[config.mk]
export PLATFORM = sky130hd
export DESIGN_NAME = frame_phase_decoder
export DESIGN_NICKNAME = d
export VERILOG_FILES = /design/src/rtl/frame_phase_decoder.sv
export SDC_FILE = /design/constraint.sdc
export NUM_CORES = 1
export LEC_CHECK = 0
export BUFFER_PORTS_ARGS = -buffer_cell sky130_fd_sc_hd__buf_2
export CORE_UTILIZATION = 50
export DETAILED_ROUTE_END_ITERATION = 10
export GPL_TIMING_DRIVEN = 0
export PLACE_DENSITY = 0.76
export SLEW_MARGIN = 5
export SYNTH_ARGS = -nofsm -noshare
export SYNTH_HDL_FRONTEND = slang
export SYNTH_SLANG_ARGS = --single-unit
[constraint.sdc]
create_clock -name Clock -period 2.25 [get_ports Clock]
set_clock_uncertainty 0.2 [all_clocks]
set_input_delay 0.225 -clock Clock [delete_from_list [all_inputs] [get_ports Clock]]
set_output_delay 0.225 -clock Clock [all_outputs]
set_load 0.1 [all_outputs]
[src/rtl/frame_phase_decoder.sv]
// Receive-side framing decoder: finds the periodic low marker on Din, locks onto it and
// reconstructs the transmitter phase. Optional error counter built when FRAME_DEC_ERRCNT_EN is defined.
module frame_phase_decoder #(
    parameter int PERIOD     = 8,
    parameter int LOCK_CNT   = 3,
    parameter int UNLOCK_CNT = 3
) (
    input  logic                        Clock,
    input  logic                        Reset_n,
    input  logic                        Din,
    output logic                        Locked,
    output logic [$clog2(PERIOD)-1:0]   Phase,
    output logic                        Marker,
    output logic [7:0]                  ErrCount,
    output logic [1:0]                  Dbg_state
);

    localparam int PW = $clog2(PERIOD);
    localparam int GW = $clog2(LOCK_CNT + 1);
    localparam int MW = $clog2(UNLOCK_CNT + 1);

    typedef enum logic [1:0] {
        SEARCH = 2'd0,
        VERIFY = 2'd1,
        LOCKED = 2'd2
    } state_t;

    state_t          state_q;
    logic [PW-1:0]   phase_q, phase_d;
    logic [GW-1:0]   good_q, good_d;
    logic [MW-1:0]   miss_q, miss_d;
    logic            locked_q;
    logic            marker_q;
    logic            exp_mark, good, extra, missing;

    // Sample classification is relative to where the marker should fall in the frame.
    always_comb begin
        exp_mark = (phase_q == PW'(PERIOD - 1));
        good     = !Din && exp_mark;
        extra    = !Din && !exp_mark;
        missing  = Din && exp_mark;
        phase_d  = exp_mark ? '0 : phase_q + 1'b1;
        good_d   = good_q + 1'b1;
        miss_d   = miss_q + 1'b1;
    end

    always_ff @(posedge Clock or negedge Reset_n) begin
        if (!Reset_n) begin
            state_q  <= SEARCH;
            phase_q  <= '0;
            good_q   <= '0;
            miss_q   <= '0;
            locked_q <= 1'b0;
            marker_q <= 1'b0;
        end else begin
            marker_q <= 1'b0;
            case (state_q)
                SEARCH: begin
                    phase_q <= '0;
                    if (!Din) begin
                        good_q  <= '0;
                        state_q <= VERIFY;
                    end
                end
                VERIFY: begin
                    if (good) begin
                        phase_q <= phase_d;
                        good_q  <= good_d;
                        if (good_d == GW'(LOCK_CNT)) begin
                            state_q  <= LOCKED;
                            locked_q <= 1'b1;
                            miss_q   <= '0;
                        end
                    end else if (extra) begin
                        phase_q <= '0;
                        good_q  <= '0;
                    end else if (missing) begin
                        state_q <= SEARCH;
                        phase_q <= '0;
                    end else begin
                        phase_q <= phase_d;
                    end
                end
                LOCKED: begin
                    // Phase free-runs here; errors never resync it.
                    if (good) begin
                        marker_q <= 1'b1;
                        miss_q   <= '0;
                        phase_q  <= phase_d;
                    end else if (extra || missing) begin
                        if (miss_d == MW'(UNLOCK_CNT)) begin
                            state_q  <= SEARCH;
                            locked_q <= 1'b0;
                            phase_q  <= '0;
                            miss_q   <= '0;
                        end else begin
                            miss_q  <= miss_d;
                            phase_q <= phase_d;
                        end
                    end else begin
                        phase_q <= phase_d;
                    end
                end
                default: begin
                    state_q  <= SEARCH;
                    phase_q  <= '0;
                    locked_q <= 1'b0;
                end
            endcase
        end
    end

`ifdef FRAME_DEC_ERRCNT_EN
    logic [7:0] err_q;

    // Survives loss of lock; only reset clears it.
    always_ff @(posedge Clock or negedge Reset_n) begin
        if (!Reset_n) begin
            err_q <= 8'd0;
        end else if ((state_q == LOCKED) && (extra || missing) && (err_q != 8'hFF)) begin
            err_q <= err_q + 8'd1;
        end
    end

    assign ErrCount = err_q;
`else
    assign ErrCount = 8'd0;
`endif

    assign Locked    = locked_q;
    assign Phase     = phase_q;
    assign Marker    = marker_q;
    assign Dbg_state = state_q;

endmodule
Yosys cells after proc, flatten, opt, wreduce, memory -nomap -nowiden

Index checks and enable logic that the tools add are counted.

Word-level logic and storage cells: 74
Output and inout bits: 15
Flip-flop bits (word level): 11

Multiplexer cells: 35
Equality and inequality tests: 16
Add/subtract/negate cells: 3
Bitwise gates (word level): 1
Reductions and logical operators: 13

Operator list:

| kind                  | count |
|---|---|
| $mux W2               | 16 |
| $mux W3               | 7 |
| $ne A3 B3 Y1 const B  | 5 |
| $ne A2 B2 Y1 const B  | 6 |
| $pmux W2 S2           | 2 |
| $mux W1               | 7 |
| $reduce_and A7 Y1     | 1 |
| $eq A2 B2 Y1 const B  | 3 |
| $pmux W2 S3           | 1 |
| $pmux W3 S2           | 1 |
| $reduce_and A6 Y1     | 1 |
| $add A2 B1 Y2 const B | 2 |
| $reduce_and A4 Y1     | 1 |
| $reduce_bool A2 Y1    | 2 |
| $add A3 B1 Y3 const B | 1 |
| $eq A3 B3 Y1 const B  | 1 |
| $logic_and A1 B1 Y1   | 3 |
| $pmux W1 S3           | 1 |
| $reduce_and A3 Y1     | 1 |
| $eq A2 B1 Y1 const B  | 1 |
| $logic_not A1 Y1      | 2 |
| $logic_not A2 Y1      | 1 |
| $logic_or A1 B1 Y1    | 1 |
| $not A1 Y1            | 1 |

Longest topological paths before layout

Depth in word-level cells: 7
Depth in mapped cells: 6
Mapped depth without buffers: 6

Worst setup path before layout

No wires, ideal clock.

Kind: register -> register
Start: register phase_q[0] (netlist: Phase[0])
End: register state_q[0] (netlist: Dbg_state[0])
Cell stages (with the launch flop): 7
Path slack: -0.370 ns
Required time: 1.924 ns
Data arrival time: 2.294 ns
Library setup time: 0.126 ns
Cell sequence: dfrtp_1 > ha_1 > ha_1 > or3_4 > a22oi_2 > nand3_2 > mux2_4

Cells in the longest elaborated chain, start to end: 6
Elaborated cells between the ends (all ways): 14
Those cells by class: 6 x eq/ne; 2 x mux; 6 x reduce/logical

Ends and longest elaborated chain:

| element                     | RTL line | RTL |
|---|---|---|
| start: declaration          | 29       | `logic [PW-1:0] phase_q, phase_d;` |
| start signal: assignment    | 67       | `phase_q <= phase_d;` |
| start signal: assignment    | 81       | `phase_q <= phase_d;` |
| start signal: assignment    | 89       | `phase_q <= phase_d;` |
| $eq A3 B3 Y1 (*)            | 38       | `exp_mark = (phase_q == PW'(PERIOD - 1));` |
| $logic_not A1 Y1            | 40       | `extra = !Din && !exp_mark;` |
| $logic_and A1 B1 Y1         | 40       |  |
| $logic_or A1 B1 Y1          | 90       | `end else if (extra \|\| missing) begin` |
| $ne A2 B2 Y1 (no line)      | n/a      |  |
| $reduce_and A7 Y1 (no line) | n/a      |  |
| end signal: assignment      | 49       | `state_q <= SEARCH;` |
| end signal: assignment      | 92       | `state_q <= SEARCH;` |
| end signal: assignment      | 105      | `state_q <= SEARCH;` |
| end: declaration            | 28       | `state_t state_q;` |

Mark *: on every way between the ends. The rest lies on a longest branch, timed or not.
A chain may end at the register's enable or synchronous reset.

Worst setup path in the final report

Same ends and word-level chain as after synthesis.

==> impl_metrics.json <==
{
  "synth_warnings": 0,
  "synth_top_area_share_pct": 38.5,
  "final_cell_mix": "8 x buf_4, 8 x conb_1, 8 x buf_2",
  "status": "completed",
  "drc": 0,
  "vias": 537,
  "stdcell_count": 107,
  "portBuffers": 8,
  "wl_per_cell_um": 12.2,
  "p_total_w": 0.000741,
  "grt-ovfl-total": 0,
  "start_util_pct": 54.3,
  "yosysTopAreaCell": "dfrtp_1",
  "final_antenna_net_count": 0,
  "yosys.cell_types.count": 28,
  "design_area_um2": 867,
  "dp.cells": 102,
  "grt_pass1_vias": 467,
  "path_max_fanout": 6,
  "end_kind": "flop",
  "max_freq_ghz": 0.464,
  "place_hpwl_mm": 1.00,
  "syn_inst": 72,
  "die_area_um2": 1590,
  "fin_util_pct": 65.8,
  "ir_drop_uv": 572,
  "first_pass_iters": 4,
  "ios": 18,
  "routed_via_density": 5.02,
  "diodes": 0,
  "h-tree-depth": 1,
  "post_dp_cell_area_um2": 830,
  "rsz0062_at_grt": "no",
  "yosysSeqAreaShare_pct": 38.5,
  "core_region_area_um2": 1320,
  "clk_path_buf_depth": 2,
  "cp-start-kind": "flop",
  "post_cts_buffers": 0,
  "maxSlewViolCount": 0,
  "crit_type": "reg -> reg",
  "synth.avg_cell_area_um2": 9.94,
  "drive_above_1_share_pct": 37.0,
  "period_share_pct": 95.7,
  "rows": 13,
  "die_w_um": 39.8,
  "grt_pass1_wl_mm": 2.08,
  "antenna_found_initial": 0,
  "cts-root-buf": "clkbuf_4",
  "clock_latency_ps": 270,
  "cp.required_ps": 2210,
  "post-route-min-period_ps": 2150,
  "synth-seq-cells": 11,
  "grt_use_total_pct": 21.4,
  "p_leak_nw": 0.422,
  "clk_pin_slew_ps": 70,
  "clock_sinks": 11,
  "powerDensity_nw_per_um2": 855,
  "drtIter0Drc": 7,
  "gp_congestion": 0.787,
  "setup_viol_count_final": 0,
  "arrival_ps": 2120,
  "wirelength_mm": 1.31,
  "hp-class": "in -> reg",
  "area_growth_syn_to_layout_pct": 21.2,
  "syn-cell-area_um2": 716,
  "max_cap_viol_count": 0,
  "synthTopCellsByArea": "dfrtp_1 38%, ha_1 12%, buf_4 8.4%",
  "cts_tree": "built",
  "die_h_um": 39.8,
  "ff2ff_setup_slack_ps": 100,
  "grt_start_max_net_pins": 12,
  "cts_buffers": 3,
  "nets": 103,
  "hold_viol_final": 0
}
-- per-layer routing --
layer	routed length [µm]	global-route usage, %	vias up	share of wire (%)
met5	0	0	-	0
met4	21	17.2	0	1.6
met3	71	8.52	4	5.4
met2	608	28.7	19	47
met1	604	26.3	240	46
li1	-	-	274	-
-- cell families after synthesis --
kind of cell,after synthesis,synth area share [%]
mux,3,5.07
flops,11,38.5
compound gates,16,15.6
buf+inv,15,13.1
simple gates,19,15.0
fa+ha+maj,7,12.2
other cells,1,0.524
-- what timing repair did --
action / in CTS / in global routing
hold buffers: 1 / 0
endpoints found under the hold margin: 11 / 0
setup endpoints to repair: 0 / 1
resized for setup: 0 / 1
-- critical path: stages (launching register included) --
cell     delay (ps)
dfrtp_4         490
ha_4            170
ha_2            190
or3_4           380
a22oi_2         170
nand3_2         130
mux2_4          320
-- report_power, final --
| group | internal (W) | total, W | switching [W] |
|---|---|---|---|
| sequential | 0.000221 | 0.000237 | 0.0000166 |
| combinational | 0.0000979 | 0.000366 | 0.000268 |
| clock | 0.0000688 | 0.000138 | 0.0000695 |
| total | 0.000387 | 0.000741 | 0.000354 |
-- synth_stat cells, drive strengths merged --
master	instances
o21ai	3
a2111oi	1
o31ai	1
or2	1
nor3	1
a22oi	1
buf	9
nand2	4
a21boi	2
conb	1
nor2	3
and2	3
nand3	3
nand2b	2
o211ai	1
mux2	2
dfrtp	11
a31oi	2
nor3b	1
ha	7
a22o	2
or3	1
inv	6
a21oi	3
mux2i	1
-- layout make-up --
class                           instances  area [µm²]
Clock buffer                            4        26.3
Timing Repair Buffer                    9        50.0
Buffer                                  9        71.3
Sequential cell                        11         287
Fill cell                             119         450
Multi-Input combinational cell         53         392
Tap cell                               15        18.8
Inverter                                6        22.5
-- sequential cells by signal, indices dropped and copies added (netlist names) --
signal	cells
Locked	1
Dbg_state	2
good_q	2
Phase	3
Marker	1
miss_q	2
-- worst paths after layout --
kind                          start      endpoint  depth (start not counted)
hold / removal                  Din     good_q[0]                          3
setup reg to reg           Phase[0]  Dbg_state[0]                          6
hold reg to reg            Phase[0]      Phase[0]                          1
min in group asynchronous   Reset_n        Marker                          2
setup / recovery           Phase[0]  Dbg_state[0]                          6
max in group asynchronous   Reset_n      Phase[1]                          2
-- through the flow --
| step | setup TNS (ps) | hold slack (ps) | setup slack, ps |
|---|---|---|---|
| after floorplan | -14.1 | -271 | -14.1 |
| after global placement | 0 | -91.9 | 107 |
| after detailed placement | 0 | -86.7 | 108 |
| after CTS | 0 | 119 | 97.1 |
| after global routing | 0 | 124 | 53.6 |
| final | 0 | 128 | 96.8 |
Power figures use the tool's default switching activity.
